### config.mk
export PLATFORM = sky130hd
export DESIGN_NAME = row_flash_sequencer
export DESIGN_NICKNAME = d
export VERILOG_FILES = /design/src/rtl/row_flash_sequencer_pkg.sv /design/src/rtl/row_flash_sequencer_vsync_tick.sv /design/src/rtl/row_flash_sequencer.sv
export SDC_FILE = /design/constraint.sdc
export NUM_CORES = 1
export LEC_CHECK = 0
export CAP_MARGIN = 20
export CORE_AREA = 3 3 241 243
export CTS_BUF_LIST = sky130_fd_sc_hd__clkbuf_8
export CTS_CLUSTER_SIZE = 20
export DETAILED_ROUTE_END_ITERATION = 10
export DIE_AREA = 0 0 244 246
export SETUP_SLACK_MARGIN = 0.1
export SYNTH_ARGS = -nofsm -noshare
export SYNTH_HDL_FRONTEND = slang
export SYNTH_HIERARCHICAL = 1
export SYNTH_SLANG_ARGS = --single-unit
### constraint.sdc
create_clock -name clk -period 20.4 [get_ports clk]
set_clock_uncertainty 0.1 [all_clocks]
set_input_delay 4.08 -clock clk [delete_from_list [all_inputs] [get_ports clk]]
set_output_delay 4.08 -clock clk [all_outputs]
set_load 0.02 [all_outputs]
### src/rtl/row_flash_sequencer_pkg.sv
// rtl/row_flash_sequencer_pkg.sv - shared types, geometry and cell mapping for the row flash sequencer
//
// Purpose: one place for the sequencer state encoding, the board geometry and
// the row/column to cell-bit mapping used by both the flash and matrix paths.
// Contents:
//   state_t      - sequencer states IDLE, ALIGN, FLASH, FIN
//   ROWS, COLS   - board geometry (20 rows of 10 cells)
//   CELLS        - total cell bits in a matrix or flash vector
//   cell_idx     - bit position of (row, col): row*COLS + col
//   expand_rows  - spread a per-row mask across every cell of those rows

package row_flash_sequencer_pkg;

  localparam int ROWS  = 20;
  localparam int COLS  = 10;
  localparam int CELLS = ROWS * COLS;

  typedef enum logic [1:0] {
    IDLE  = 2'd0,
    ALIGN = 2'd1,
    FLASH = 2'd2,
    FIN   = 2'd3
  } state_t;

  function automatic int cell_idx(input int row, input int col);
    return row * COLS + col;
  endfunction

  function automatic logic [CELLS-1:0] expand_rows(input logic [ROWS-1:0] rows);
    logic [CELLS-1:0] cells;
    cells = '0;
    for (int r = 0; r < ROWS; r++) begin
      for (int c = 0; c < COLS; c++) begin
        cells[cell_idx(r, c)] = rows[r];
      end
    end
    return cells;
  endfunction

endpackage

### src/rtl/row_flash_sequencer_vsync_tick.sv
// rtl/row_flash_sequencer_vsync_tick.sv - vsync falling-edge detector producing a one-cycle frame tick
//
// Purpose: turn the active-low vertical sync pulse into a single-cycle frame
// tick. The tick is registered, so it is high in the cycle after the first
// low sample of vs that follows a high sample.
// Ports:
//   i_clk        in   pixel clock
//   i_rst        in   asynchronous active-high reset
//   i_vs         in   vertical sync, active low
//   o_frame_tick out  one-cycle frame tick

module vsync_tick
  import row_flash_sequencer_pkg::*;
(
  input  logic i_clk,
  input  logic i_rst,
  input  logic i_vs,
  output logic o_frame_tick
);

  logic r_vs_q;
  logic r_tick;

  // The sample register resets high so a vs that is already low when reset
  // releases still counts as a fresh falling edge.
  always_ff @(posedge i_clk or posedge i_rst) begin
    if (i_rst) begin
      r_vs_q <= 1'b1;
      r_tick <= 1'b0;
    end else begin
      r_vs_q <= i_vs;
      r_tick <= r_vs_q & ~i_vs;
    end
  end

  assign o_frame_tick = r_tick;

endmodule

### src/rtl/row_flash_sequencer.sv
// rtl/row_flash_sequencer.sv - frame-aligned row flash sequencer for the row-clear display
//
// Purpose: on request, flash the selected rows of the displayed matrix for a
// fixed number of frame-aligned half-periods, keeping the displayed matrix
// frozen until the sequence ends.
// Ports:
//   clk        in   pixel clock
//   clr        in   asynchronous active-high reset
//   vs         in   vertical sync, active low
//   start      in   one-cycle flash request (taken only in IDLE)
//   row_mask   in   rows to flash, bit r = row r
//   matrix_in  in   live object matrix, bit r*COLS+c
//   matrix_out out  frame-latched matrix for the display
//   flash      out  per-cell flash enable, same mapping as matrix_in
//   busy       out  high from accepted start until the sequence finishes
//   done       out  one-cycle completion pulse

module row_flash_sequencer
  import row_flash_sequencer_pkg::*;
#(
  parameter int FRAMES_PER_TOGGLE = 8,
  parameter int FLASH_TOGGLES     = 6
) (
  input  logic             clk,
  input  logic             clr,
  input  logic             vs,
  input  logic             start,
  input  logic [ROWS-1:0]  row_mask,
  input  logic [CELLS-1:0] matrix_in,
  output logic [CELLS-1:0] matrix_out,
  output logic [CELLS-1:0] flash,
  output logic             busy,
  output logic             done
);

  localparam int FCW = $clog2(FRAMES_PER_TOGGLE + 1);
  localparam int TCW = $clog2(FLASH_TOGGLES + 1);

  localparam logic [FCW-1:0] FRAME_LAST = FCW'(FRAMES_PER_TOGGLE - 1);
  localparam logic [TCW-1:0] TOGGLE_END = TCW'(FLASH_TOGGLES);

  logic             w_frame_tick;
  logic [TCW-1:0]   w_toggle_next;

  state_t           r_state;
  logic [ROWS-1:0]  r_mask_q;
  logic             r_phase;
  logic [FCW-1:0]   r_frame_cnt;
  logic [TCW-1:0]   r_toggle_cnt;
  logic             r_busy;
  logic             r_done;
  logic [CELLS-1:0] r_flash;
  logic [CELLS-1:0] r_matrix_out;

  vsync_tick u_vsync_tick (
    .i_clk        (clk),
    .i_rst        (clr),
    .i_vs         (vs),
    .o_frame_tick (w_frame_tick)
  );

  assign w_toggle_next = r_toggle_cnt + TCW'(1);

  // Sequencer. flash is updated on exactly the edges where state or phase
  // change, so it always matches phase & mask & (state==FLASH) in the same
  // cycle instead of trailing it by one.
  always_ff @(posedge clk or posedge clr) begin
    if (clr) begin
      r_state      <= IDLE;
      r_mask_q     <= '0;
      r_phase      <= 1'b0;
      r_frame_cnt  <= '0;
      r_toggle_cnt <= '0;
      r_busy       <= 1'b0;
      r_done       <= 1'b0;
      r_flash      <= '0;
    end else begin
      case (r_state)
        IDLE: begin
          if (start) begin
            if (row_mask != '0) begin
              r_mask_q <= row_mask;
              r_busy   <= 1'b1;
              r_state  <= ALIGN;
            end else begin
              // Nothing to flash: report completion without ever going busy.
              r_done  <= 1'b1;
              r_state <= FIN;
            end
          end
        end

        ALIGN: begin
          // A tick coincident with the accepting edge was seen in IDLE, so
          // the first tick handled here is strictly later.
          if (w_frame_tick) begin
            r_state      <= FLASH;
            r_phase      <= 1'b1;
            r_frame_cnt  <= '0;
            r_toggle_cnt <= '0;
            r_flash      <= expand_rows(r_mask_q);
          end
        end

        FLASH: begin
          if (w_frame_tick) begin
            if (r_frame_cnt == FRAME_LAST) begin
              r_frame_cnt  <= '0;
              r_toggle_cnt <= w_toggle_next;
              if (w_toggle_next == TOGGLE_END) begin
                r_phase <= 1'b0;
                r_flash <= '0;
                r_done  <= 1'b1;
                r_state <= FIN;
              end else begin
                r_phase <= ~r_phase;
                r_flash <= r_phase ? '0 : expand_rows(r_mask_q);
              end
            end else begin
              r_frame_cnt <= r_frame_cnt + FCW'(1);
            end
          end
        end

        FIN: begin
          r_done  <= 1'b0;
          r_busy  <= 1'b0;
          r_state <= IDLE;
        end

        default: begin
          r_state <= IDLE;
        end
      endcase
    end
  end

  // Display matrix follows the live matrix once per frame while idle; it is
  // frozen for the whole sequence so cleared rows stay visible while flashing.
  // A start on the same cycle as the tick wins and suppresses the load.
  always_ff @(posedge clk or posedge clr) begin
    if (clr) begin
      r_matrix_out <= '0;
    end else if (r_state == IDLE && w_frame_tick && !start) begin
      r_matrix_out <= matrix_in;
    end
  end

  assign matrix_out = r_matrix_out;
  assign flash      = r_flash;
  assign busy       = r_busy;
  assign done       = r_done;

endmodule

== Word level (Yosys, flattened, before mapping) ==
Index checks and enable logic that the tools add are counted.

* Flip-flop bits (word level): 434

* Reduce and logical (&&, ||, !) cells: 14
* Bitwise gates (word level): 3
* Equal/unequal tests: 12
* $add $sub $neg: 2
* Multiplexer cells: 35

{| class="wikitable"
|+ Operators with widths
! cell !! count
|-
| 200-bit 2-to-1 mux || 5
|-
| 200-bit one-hot mux with 2 select lines || 1
|-
| 20-bit nonzero test || 1
|-
| 2-bit 2-to-1 mux || 6
|-
| 4-bit 2-to-1 mux || 3
|-
| 1-bit 2-to-1 mux || 11
|-
| 2-bit inequality test (second input constant) || 5
|-
| 3-bit 2-to-1 mux || 3
|-
| 3-bit AND reduction || 3
|-
| 2-bit one-hot mux with 4 select lines || 1
|-
| 4-bit one-hot mux with 2 select lines || 1
|-
| 3-bit one-hot mux with 2 select lines || 1
|-
| 6-bit AND reduction || 1
|-
| 5-bit AND reduction || 1
|-
| 4-bit by 1-bit adder with 4-bit output (second input constant) || 1
|-
| 2-bit == test (second input constant) || 2
|-
| 4-bit by 3-bit == test with 1-bit output (second input constant) || 1
|-
| 2-bit by 1-bit inequality test with 1-bit output (second input constant) || 2
|-
| 1-bit one-hot mux with 2 select lines || 2
|-
| 4-bit AND reduction || 1
|-
| 2-bit nonzero test || 2
|-
| 3-bit by 1-bit adder with 3-bit output (second input constant) || 1
|-
| 3-bit == test (second input constant) || 1
|-
| 1-bit one-hot mux with 3 select lines || 1
|-
| other kinds (7) || 9
|}

== Depth between registers and ports, before layout ==
* Word-level depth: 6
* Depth in mapped cells: 8
* Depth with buffers taken out: 6

== Modules after synthesis ==
Netlist, hierarchy kept.

{| class="wikitable"
|+ Modules (own cells, without submodules)
! module !! sequential area each (um2) !! area each (um2) !! times used !! cells each
|-
| row_flash_sequencer || 6306.0 || 11059.4 || 1 || 780
|-
| vsync_tick || 51.3 || 68.8 || 1 || 4
|}

== Least setup slack after synthesis ==
Ideal clock, no wire load.

* Path kind: input-to-reg
* Start point: input port row_mask[10]
* End point: register r_mask_q[14]
* Arrival: 5.264 ns
* Stages: 5
* Setup time: 0.125 ns
* Path slack: 14.911 ns
* Path through: nor4_1 > nand3_1 > o211ai_2 > buf_6 > mux2_2

* Longest elaborated chain between the ends: 2

{| class="wikitable"
|+ Ends and longest elaborated chain
! item !! RTL line !! RTL
|-
| from (decl) || row_flash_sequencer.sv:28 || <nowiki>input logic [ROWS-1:0] row_mask,</nowiki>
|-
| 20-bit nonzero test || row_flash_sequencer.sv:81 || <nowiki>if (row_mask != '0) begin</nowiki>
|-
| 3-bit AND reduction (no source line) || - ||
|-
| to (signal assigned) || row_flash_sequencer.sv:82 || <nowiki>r_mask_q <= row_mask;</nowiki>
|-
| to (decl) || row_flash_sequencer.sv:46 || <nowiki>logic [ROWS-1:0] r_mask_q;</nowiki>
|}

Every way passes these cells.
A chain may end at the register's enable or synchronous reset.

== Worst setup path after layout ==
* Start point: input port start
* End point: register r_matrix_out[5] (netlist: matrix_out[5])

* Longest elaborated chain between the ends: 2

{| class="wikitable"
|+ Ends and longest elaborated chain
! item !! RTL line !! RTL
|-
| from (decl) || row_flash_sequencer.sv:27 || <nowiki>input logic start,</nowiki>
|-
| 1-bit logical NOT || row_flash_sequencer.sv:144 || <nowiki>end else if (r_state == IDLE && w_frame_tick && !start) begin</nowiki>
|-
| 1-bit logical AND || row_flash_sequencer.sv:144 ||
|-
| to (signal assigned) || row_flash_sequencer.sv:145 || <nowiki>r_matrix_out <= matrix_in;</nowiki>
|-
| to (decl) || row_flash_sequencer.sv:53 || <nowiki>logic [CELLS-1:0] r_matrix_out;</nowiki>
|}

Every way passes these cells.

==> flow_summary.json <==
{
  "final_cells": 2049,
  "power_mw": 3.089,
  "synth_area_per_cell_um2": 14.19,
  "ys_seq_elements": 254,
  "end_kind": "flip-flop",
  "routed_wl_um": 34780,
  "dp_hpwl_um": 26400,
  "boundaryPins": 626,
  "dpl.cell_count": 1962,
  "numCtsBuffers": 48,
  "cp_max_fo": 67,
  "critical_path_required_ns": 20.77,
  "ys_types": 39,
  "maxSlewViolCount": 0,
  "clock-sinks": 254,
  "grt-busiest-layer": "met2",
  "grt_setup_unrepaired": "false",
  "place.gp.congestion": 0.7417,
  "num_rows": 87,
  "critical_path.max_stage_delay_ns": 0.80,
  "hold_ws_ns": 0.3880,
  "critPathKind": "in2reg",
  "synth_async_sr_flop_share_pct": 100.0,
  "syn-instance-count": 784,
  "setup_tns_ns": 0,
  "antenna_found_initial": 2,
  "track_usage_pct": 10.99,
  "mostFrequentLayoutCell": "clkdlybuf4s50_1",
  "period_needed_ns": 6.666,
  "vias": 7743,
  "cts_tree": "built",
  "ctsResizeCount": 0,
  "drv_cap": 0,
  "fp.dieArea_um2": 60020,
  "drt_iter0_markers": 188,
  "crit_path_start_kind": "input pin",
  "synth.net_count": 1017,
  "gr-usage-met1_pct": 10.87,
  "coreArea_um2": 56170,
  "ys_seq_area_share_pct": 57.13,
  "p_leak_nw": 7.404,
  "die_h_um": 246,
  "path_buf_inv": 2,
  "status": "finished, final reports clean",
  "setup_slack_ns": 13.73,
  "tightest_slew_ns": 0.9708,
  "die_x_um": 244,
  "fin_util_pct": 31.80,
  "final_cell_mix": "clkdlybuf4s50_1, dfrtp_1, mux2_2",
  "grt_max_degree": 131,
  "synth_top_area_share_pct": 56.89,
  "min_path_type": "reg2reg",
  "grt_pass1_vias": 8357,
  "syn_to_final_growth_pct": 60.52,
  "max_freq_mhz": 150.0,
  "yosysTopAreaCell": "dfrtp_1",
  "ant_nets": 0,
  "stdcell_area_um2": 17860,
  "worstPathArrival_ns": 7.04,
  "place_area_um2": 16840,
  "peakVddDrop_v": 0.00008472,
  "routedWlPerCell_um": 16.98,
  "globalRouteMet3Util_pct": 5.790,
  "crit_family": "buffers and inverters",
  "grt_overflow": 0,
  "grt_pass1_wl_um": 51050,
  "synth_ff_type": "dfrtp_1",
  "clockBufferDepth": 3,
  "port_buffers": 625,
  "nNetsFinal": 1489,
  "routed_via_density": 3.779,
  "yosys-top-cells-area": "dfrtp_1, mux2_2, buf_4",
  "synth_area_um2": 11130,
  "relSlewSlack_pct": 35.28,
  "cts_root_buf": "clkbuf_8",
  "initial_core_util_pct": 19.81,
  "clk_latency_ns": 0.59,
  "dr.pass1.iters": 4,
  "drive_gt1_share_pct": 23.45,
  "dp_slack_ns": 13.08,
  "synth_edf_count": 0,
  "power.density_nw_per_um2": 172.9,
  "drc": 0,
  "path_clk_slew_ns": 0.06,
  "hold_buffers": 0,
  "post_cts_buffers": 0,
  "use_met2_pct": 19.80,
  "path_cells": "clkdlybuf4s50_1, and2b_2, nand2_4, buf_4, mux2_2",
  "h-tree-depth": 2,
  "setup_viol_count_final": 0,
  "cp_slowest_cell": "buf_4",
  "hold_violations": 0,
  "yosys_warnings": 6,
  "fin_crit_sh_pct": 32.67
}
==> logic make-up (layout without fill, tap and decap cells) <==
| logic type | Yosys count | count (layout) | synth area share, % |
|---|---|---|---|
| flip-flops | 254 | 254 | 57.13 |
| buffers and inverters | 221 | 729 | 14.47 |
| multiplexers | 219 | 219 | 22.14 |
| AO/OA/AOI/OAI | 51 | 51 | 3.677 |
| AND/OR/NAND/NOR | 29 | 29 | 1.495 |
| adder cells (fa/ha/maj) | 9 | 9 | 1.012 |
| XOR/XNOR | 1 | 1 | 0.07872 |
| other | 0 | 1 | 0 |
==> worst register-to-register path, delay by kind of cell (launching register included) <==
family | cells | cell delay (ns)
adders and majority gates | 1 | 0.32
buffers and inverters | 2 | 1.00
DFF | 1 | 0.39
muxes | 1 | 0.48
and+or+nand+nor | 2 | 0.94
==> layer usage <==
| layer | routed length [µm] | part of all wire [%] |
|---|---|---|
| met1 | 11760 | 34 |
| met3 | 4450 | 13 |
| met2 | 17760 | 51 |
| met4 | 792 | 2.3 |
| met5 | 26 | 0.075 |
==> synthesized netlist by cell type (all sizes together), types with 2 or more instances <==
cell / n
o41ai: 2
o211ai: 4
a32o: 5
a22o: 22
a21oi: 4
nand2: 9
ha: 9
a21o: 3
o31ai: 2
nor2: 3
dfrtp: 253
nor2b: 2
nor4: 5
mux2i: 2
mux2: 217
nand3: 2
clkbuf: 2
buf: 209
o21ai: 6
inv: 10
==> state kept, by name, summed over array words and instances, names as in the netlist, 2 cells and up <==
register	flops
matrix_out	200
flash	20
r_mask_q	20
r_frame_cnt	4
r_toggle_cnt	3
r_state	2
==> final cells by class <==
cell class | count | area, µm²
clock buffers | 59 | 812.0
clock inverters | 27 | 209.0
diodes | 1 | 2.502
fillers | 5671 | 38310
well taps | 756 | 945.9
flip-flops and latches | 254 | 6357
repair buffers | 633 | 6320
inverters | 10 | 45.04
multi-input cells | 309 | 3172
==> report_power, final <==
part / internal, mW / switching (mW) / total, mW
logic: 0.852 / 0.782 / 1.63
clock network: 0.300 / 0.230 / 0.530
registers: 0.746 / 0.178 / 0.924
==> final timing paths <==
check                             start                   endpoint  slack [ns]  cells after the start
setup reg to reg             r_state[0]              matrix_out[5]       17.07                      6
hold / removal             r_mask_q[17]                 flash[179]        0.39                      1
min in group asynchronous           clr  u_vsync_tick/o_frame_tick        3.69                      2
max in group asynchronous           clr            r_toggle_cnt[1]       13.93                      4
setup / recovery                  start              matrix_out[5]       13.73                      5
hold reg to reg            r_mask_q[17]                 flash[179]        0.39                      1
(Power assumes the default switching activity.)
